**src/rtl/ufm_page_sched.sv**
```systemverilog
// ufm_page_sched: two-requester byte reader over one resident UFM page.
// A miss flushes the page buffer and fetches 16 bytes before the read.
module ufm_page_sched #(
  parameter int TIMEOUT = 4096
) (
  input  logic        clk,
  input  logic        rst,
  input  logic [1:0]  req,
  input  logic [14:0] addr0,
  input  logic [14:0] addr1,
  output logic [1:0]  ack,
  output logic        err,
  output logic [7:0]  rdata,
  output logic        ufm_cmd_valid,
  output logic [10:0] ufm_cmd_page,
  input  logic        ufm_cmd_ready,
  input  logic        ufm_byte_valid,
  output logic        pb_flush,
  output logic [14:0] pb_addr,
  output logic        pb_read_en,
  input  logic        pb_rand_valid,
  input  logic [7:0]  pb_rand_data
);

  localparam int TW = (TIMEOUT > 4) ? $clog2(TIMEOUT) : 2;

  typedef enum logic [1:0] {
    IDLE,
    CMD,
    FILL,
    READ
  } state_t;

  state_t state;
  state_t state_nxt;

  logic [10:0]   tag_page;
  logic          tag_valid;
  logic          rr_ptr;
  logic          grant;
  logic [10:0]   lat_page;
  logic [3:0]    lat_off;
  logic [4:0]    fill_cnt;
  logic [TW-1:0] tmo_cnt;

  logic [1:0]    req_eff;
  logic          gnt_sel;
  logic [14:0]   sel_addr;
  logic          hit;
  logic [TW-1:0] tmo_inc;
  logic          tmo_hit;
  logic          fill_done;
  logic          cmd_go;
  logic          cmd_fire;
  logic [1:0]    ack_sel;

  // Arbitration, hit/timeout decode, next state and command outputs.
  always_comb begin
    // The requester being acked this cycle may still hold req; skip it.
    req_eff   = req & ~ack;
    gnt_sel   = (req_eff == 2'b11) ? rr_ptr : req_eff[1];
    sel_addr  = gnt_sel ? addr1 : addr0;
    hit       = tag_valid && (tag_page == sel_addr[14:4]);
    tmo_inc   = tmo_cnt + TW'(1);
    tmo_hit   = (tmo_inc == TW'(TIMEOUT - 1));
    fill_done = ufm_byte_valid && (fill_cnt == 5'd15);
    // The flush pulse gets its own cycle before the fetch command.
    cmd_go    = (state == CMD) && !pb_flush;
    cmd_fire  = cmd_go && ufm_cmd_ready;
    ack_sel   = {grant, ~grant};

    state_nxt = state;
    unique case (state)
      IDLE: begin
        if (|req_eff) state_nxt = hit ? READ : CMD;
      end
      CMD: begin
        if (cmd_fire)     state_nxt = FILL;
        else if (tmo_hit) state_nxt = IDLE;
      end
      FILL: begin
        if (fill_done)    state_nxt = READ;
        else if (tmo_hit) state_nxt = IDLE;
      end
      READ: begin
        if (pb_rand_valid) state_nxt = IDLE;
      end
      default: state_nxt = IDLE;
    endcase

    ufm_cmd_valid = cmd_go;
    ufm_cmd_page  = cmd_go ? lat_page : 11'd0;
    pb_read_en    = (state == READ);
    pb_addr       = pb_read_en ? {11'd0, lat_off} : 15'd0;
  end

  // State register.
  always_ff @(posedge clk) begin
    if (rst) state <= IDLE;
    else     state <= state_nxt;
  end

  // Tag, grant, counters and registered ack/err/rdata/flush pulses.
  always_ff @(posedge clk) begin
    if (rst) begin
      ack       <= 2'b00;
      err       <= 1'b0;
      rdata     <= 8'd0;
      pb_flush  <= 1'b0;
      tag_page  <= 11'd0;
      tag_valid <= 1'b0;
      rr_ptr    <= 1'b0;
      grant     <= 1'b0;
      lat_page  <= 11'd0;
      lat_off   <= 4'd0;
      fill_cnt  <= 5'd0;
      tmo_cnt   <= '0;
    end else begin
      ack      <= 2'b00;
      err      <= 1'b0;
      pb_flush <= 1'b0;
      unique case (state)
        IDLE: begin
          if (|req_eff) begin
            grant    <= gnt_sel;
            rr_ptr   <= ~gnt_sel;
            lat_page <= sel_addr[14:4];
            lat_off  <= sel_addr[3:0];
            if (!hit) begin
              pb_flush  <= 1'b1;
              tag_valid <= 1'b0;
              tmo_cnt   <= '0;
            end
          end
        end
        CMD: begin
          if (cmd_fire) begin
            fill_cnt <= 5'd0;
            tmo_cnt  <= '0;
          end else if (tmo_hit) begin
            ack       <= ack_sel;
            err       <= 1'b1;
            tag_valid <= 1'b0;
          end else begin
            tmo_cnt <= tmo_inc;
          end
        end
        FILL: begin
          if (ufm_byte_valid) fill_cnt <= fill_cnt + 5'd1;
          // A completing fill wins over a coincident timeout.
          if (fill_done) begin
            tag_page  <= lat_page;
            tag_valid <= 1'b1;
          end else if (tmo_hit) begin
            ack       <= ack_sel;
            err       <= 1'b1;
            tag_valid <= 1'b0;
          end else begin
            tmo_cnt <= tmo_inc;
          end
        end
        READ: begin
          if (pb_rand_valid) begin
            rdata <= pb_rand_data;
            ack   <= ack_sel;
          end
        end
        default: ;
      endcase
    end
  end

endmodule

```
**config.mk**
```make
export PLATFORM = sky130hd
export DESIGN_NAME = ufm_page_sched
export DESIGN_NICKNAME = d
export VERILOG_FILES = /design/src/rtl/ufm_page_sched.sv
export SDC_FILE = /design/constraint.sdc
export NUM_CORES = 1
export LEC_CHECK = 0
export BUFFER_PORTS_ARGS = -buffer_cell sky130_fd_sc_hd__buf_2
export CORE_MARGIN = 2
export CORE_UTILIZATION = 57
export DETAILED_ROUTE_END_ITERATION = 6
export GPL_ROUTABILITY_DRIVEN = 1
export PLACE_DENSITY = 0.85
export SLEW_MARGIN = 20
export SYNTH_ARGS = -nofsm -noshare
export SYNTH_HDL_FRONTEND = slang
export SYNTH_SLANG_ARGS = --single-unit
```
**constraint.sdc**
```tcl
create_clock -name clk -period 3.83 [get_ports clk]
set_input_delay 0.383 -clock clk [delete_from_list [all_inputs] [get_ports clk]]
set_output_delay 0.383 -clock clk [all_outputs]
set_load 0.03 [all_outputs]
```
### Yosys cells after proc, flatten, opt, wreduce, memory -nomap -nowiden

Cells that the tools add are included.

* $add $sub $neg: 2
* equal/unequal tests: 14
* muxes and demuxes: 36
* bitwise logic cells: 6
* reduce and logical (&&, ||, !) cells: 17

Operators with widths (number)
* 12-bit two-way mux: 5
* 12-bit case mux with 3 select lines: 1
* 2-bit two-way mux: 10
* 15-bit two-way mux: 1
* 12-bit by 1-bit adder with 12-bit output, second input constant: 1
* 12-bit == test, second input constant: 1
* 2-bit inequality test, second input constant: 6
* 11-bit == test: 1
* 11-bit two-way mux: 1
* 1-bit two-way mux: 10
* 5-bit two-way mux: 2
* 5-bit case mux with 2 select lines: 1
* 2-bit case mux with 4 select lines: 1
* 2-bit AND reduction: 4
* 4-bit AND reduction: 2
* 2-bit == test, second input constant: 3
* 2-bit case mux with 3 select lines: 1
* 5-bit by 1-bit adder with 5-bit output, second input constant: 1
* 5-bit by 4-bit == test with 1-bit output, second input constant: 1
* 1-bit logical AND: 4
* 4-bit two-way mux: 1
* 1-bit NOT: 4
* 1-bit case mux with 3 select lines: 1
* 3-bit AND reduction: 1
* other kinds (11): 11

* register bits: 60
* bits of input ports: 45

### Depth between registers and ports, before layout

* word-level depth: 10
* mapped depth: 11

### Worst setup path after synthesis

Ideal clock, no wire load.

* path kind: register -> register
* start point: reg ack[0]
* end point: reg tmo_cnt[3]
* data arrival time: 2.351 ns
* slack: 1.393 ns
* cell stages (with the launch flop): 10
* clock period less this slack: 2.437 ns
* path through: dfxtp_1 > nor3b_2 > buf_4 > o21ai_0 > and3_1 > nor4_1 > and4_4 > o211a_1 > or4_4 > o31ai_2

* cells in the longest elaborated chain, start to end: 9

Ends and longest elaborated chain
* start, declared: line 11 `output logic [1:0] ack,`
* start signal, assigned: line 141 `ack <= ack_sel;`
* start signal, assigned: line 155 `ack <= ack_sel;`
* start signal, assigned: line 165 `ack <= ack_sel;`
* 2-bit NOT *: line 60 `req_eff = req & ~ack;`
* 2-bit bitwise AND *: line 60
* 2-bit == test: line 61 `gnt_sel = (req_eff == 2'b11) ? rr_ptr : req_eff[1];`
* 1-bit two-way mux: line 61
* 15-bit two-way mux: line 62 `sel_addr = gnt_sel ? addr1 : addr0;`
* 11-bit == test: line 63 `hit = tag_valid && (tag_page == sel_addr[14:4]);`
* 1-bit logical AND: line 63
* 2-bit inequality test (no source line)
* 4-bit AND reduction (no source line) *
* end signal, assigned: line 145 `tmo_cnt <= tmo_inc;`
* end signal, assigned: line 159 `tmo_cnt <= tmo_inc;`
* end, declared: line 44 `logic [TW-1:0] tmo_cnt;`

Mark *: on every way between the ends. The rest lies on a longest branch, timed or not.
A chain may end at the register's enable or synchronous reset.

### Worst setup path in the final report

* start point: reg rr_ptr
* end point: reg tmo_cnt[3]

* cells in the longest elaborated chain, start to end: 6

Ends and longest elaborated chain
* start, declared: line 39 `logic rr_ptr;`
* start signal, assigned: line 126 `rr_ptr <= ~gnt_sel;`
* 1-bit two-way mux: line 61
* 15-bit two-way mux: line 62
* 11-bit == test: line 63
* 1-bit logical AND: line 63
* 2-bit inequality test (no source line)
* 4-bit AND reduction (no source line)

Every way passes these cells.

==> reports/metrics.cfg <==
[power]
p_int_mw=1.26
p_per_area_nw_per_um2=503
swShare=0.355
ir_drop_uv=296
p_seq_frac=0.382
p_leak_nw=1.61
power.switching_uw=690
clkPwrFrac=0.326
power_mw=1.95
p_comb_frac=0.292

[drt]
wl_um=8290
drtAntennaViolNets=0
drcViolationCount=0
vias_per_cell=5.85
dr.pass1.iters=4
vias=3266
dr.first_iter.drc_count=189
wl_per_cell_um=14.9

[clock_tree]
tritoncts=yes
root_buffer=clkbuf_8
clkSinkCount=60
clkLatencyLatePin_ns=0.34
clk_pin_slew_worst_paths_ns=0.08
cts_buffers=9
post_cts_buffers=0
ctsHoldBuffers=0
cts.repair.resized=0
htree_levels=3
cts_max_path_buffers=2

[placed_design]
placed_cells=542
dpl-instance-area_um2=3640
hpwl_um=5860
pre_cts_ws_ns=0.963
numPortBuffers=73
place_congestion=0.932

[timing]
max_freq_mhz=356
setup_viol=0
timing.final.ws_setup_ns=1.02
min_period_over_period=0.733
rsz0062_at_grt=false
tns_ns=0
post-route-min-period_ns=2.81
finClkSkew_ns=0.0107
tightest_slew_ns=1.11
final_max_slew_viol_count=0
maxSlewHeadroom=0.262
whs_ns=0.294
finalHoldViolations=0

[setup_path]
endpoint_kind=flop
path_class=flop to flop
arrival_ns=3.06
critPathLaunchType=flop
worstPathRequired_ns=4.08
path_max_fanout=12

[finish]
final_cells=558
final_util=0.698
stdcell_area_um2=3870
drive_gt1_frac=0.228
syn_to_final_growth_pct=17.7
fin_nets=536
diodes=0

[synth]
synth-main-ff-cell=dfxtp_1
ys_seq_area_frac=0.366
async_flop_share=0
ys_warn_count=0
syn_area_per_cell_um2=7.93
netlist_instances=414
synth-edff-count=0
yosys_register_bits=60
yosysUniqueCellTypes=52
synth_area_um2=3280

[die]
pin_count=85
start_util=0.593
chipWidth_um=79.9
dieArea_um2=6390
core_um2=5540
rows=27
fp.dieH_um=79.9

[global_routing]
grt_max_degree=63
met1_usage=0.338
grt_pass1_vias=2866
use_met3=0.0464
busiest_layer=met2
grt_pass1_wl_um=13200
antenna_found_initial=0
grt_use_total=0.261
global_route.usage.met2=0.429
overflow=0

[job]
maxCapViolCount=0

[worst_hold_path]
hp-class=input port to flop

[status]
outcome=complete, no violations

## routing by layer
layer / up-vias / part of all wire
met3: 17 / 0.059
met1: 1529 / 0.44
met5: - / 0
met2: 139 / 0.48
li1: 1581 / -
met4: 0 / 0.018
## cell usage in the layout, fill, tap and decap left out, types with 6 or more instances in the layout
cell type,count
a211oi_1,6
a21oi_1,35
a311oi_1,12
and2_1,15
and3_1,12
buf_2,73
clkbuf_8,9
conb_1,11
dfxtp_1,60
ha_1,10
inv_1,13
nand2_1,47
nand3_1,17
nand3_2,8
nor2_1,35
nor2b_1,14
nor3_1,6
o21ai_0,14
o21ai_1,18
## final cells by class
type | instances | area [µm²]
clock buffer | 9 | 124
clock inverter | 7 | 100
multi-input combinational | 319 | 1900
sequential | 60 | 1200
tap | 72 | 90.1
fill | 474 | 1670
timing repair buffer | 77 | 395
inverter | 14 | 52.6
## cell families (layout without fill, tap and decap cells)
kind of cell / Yosys count / in the layout / synth area share
compound gates: 108 / 108 / 0.205
xor+xnor: 8 / 8 / 0.0213
fa+ha+maj: 10 / 10 / 0.0381
buf+inv: 45 / 107 / 0.0686
flops: 60 / 60 / 0.366
mux: 3 / 3 / 0.00914
other cells: 1 / 11 / 0.00114
simple gates: 179 / 179 / 0.291
## worst max-delay path, cell delays in order, from the launching register on
cell,delay (ns)
dfxtp_1,0.36
or3b_1,0.59
nand3_2,0.18
and3_1,0.19
nor4_1,0.06
and4_4,0.21
o211a_1,0.38
or4_4,0.58
o31ai_2,0.18
## state kept, by name, indices dropped and copies added (netlist names), 2 cells and up
register and flops:
tmo_cnt 12, ack 2, tag_page 11, state 2
lat_page 11, fill_cnt 5, lat_off 4, rdata 8
## synth_stat cells, types with 8 or more instances
library cell | instances | area, µm²
ha_1 | 10 | 125
nand3_1 | 17 | 85.1
and3_1 | 12 | 75.1
a21oi_1 | 35 | 175
nor2b_1 | 14 | 87.6
dfxtp_1 | 60 | 1200
a311oi_1 | 12 | 105
buf_4 | 12 | 90.1
o21ai_0 | 14 | 70.1
clkbuf_1 | 13 | 48.8
nand2_1 | 47 | 176
o21ai_1 | 18 | 90.1
inv_1 | 13 | 48.8
nand3_2 | 8 | 80.1
nor2_1 | 36 | 135
and2_1 | 15 | 93.8
## final timing paths
check	slack, ns	end	depth (start not counted)	startpoint
worst max-delay path	1.02	tmo_cnt[3]	8	rr_ptr
worst min-delay path	0.29	rdata[2]	3	pb_rand_data[2]
worst max register to register	1.02	tmo_cnt[3]	8	rr_ptr
worst min register to register	0.45	rdata[7]	2	rdata[7]
## power by group through the flow
stage          Combinational, mW  Clock [mW]  Sequential (mW)
6_report                   0.567       0.635            0.743
5_1_grt                    0.626       0.667            0.750
3_3_place_gp               0.546           0            0.752
4_1_cts                    0.560       0.643            0.742
3_5_place_dp               0.557           0            0.756
2_1_floorplan              0.427           0            0.750
Power figures use the tool's default switching activity.
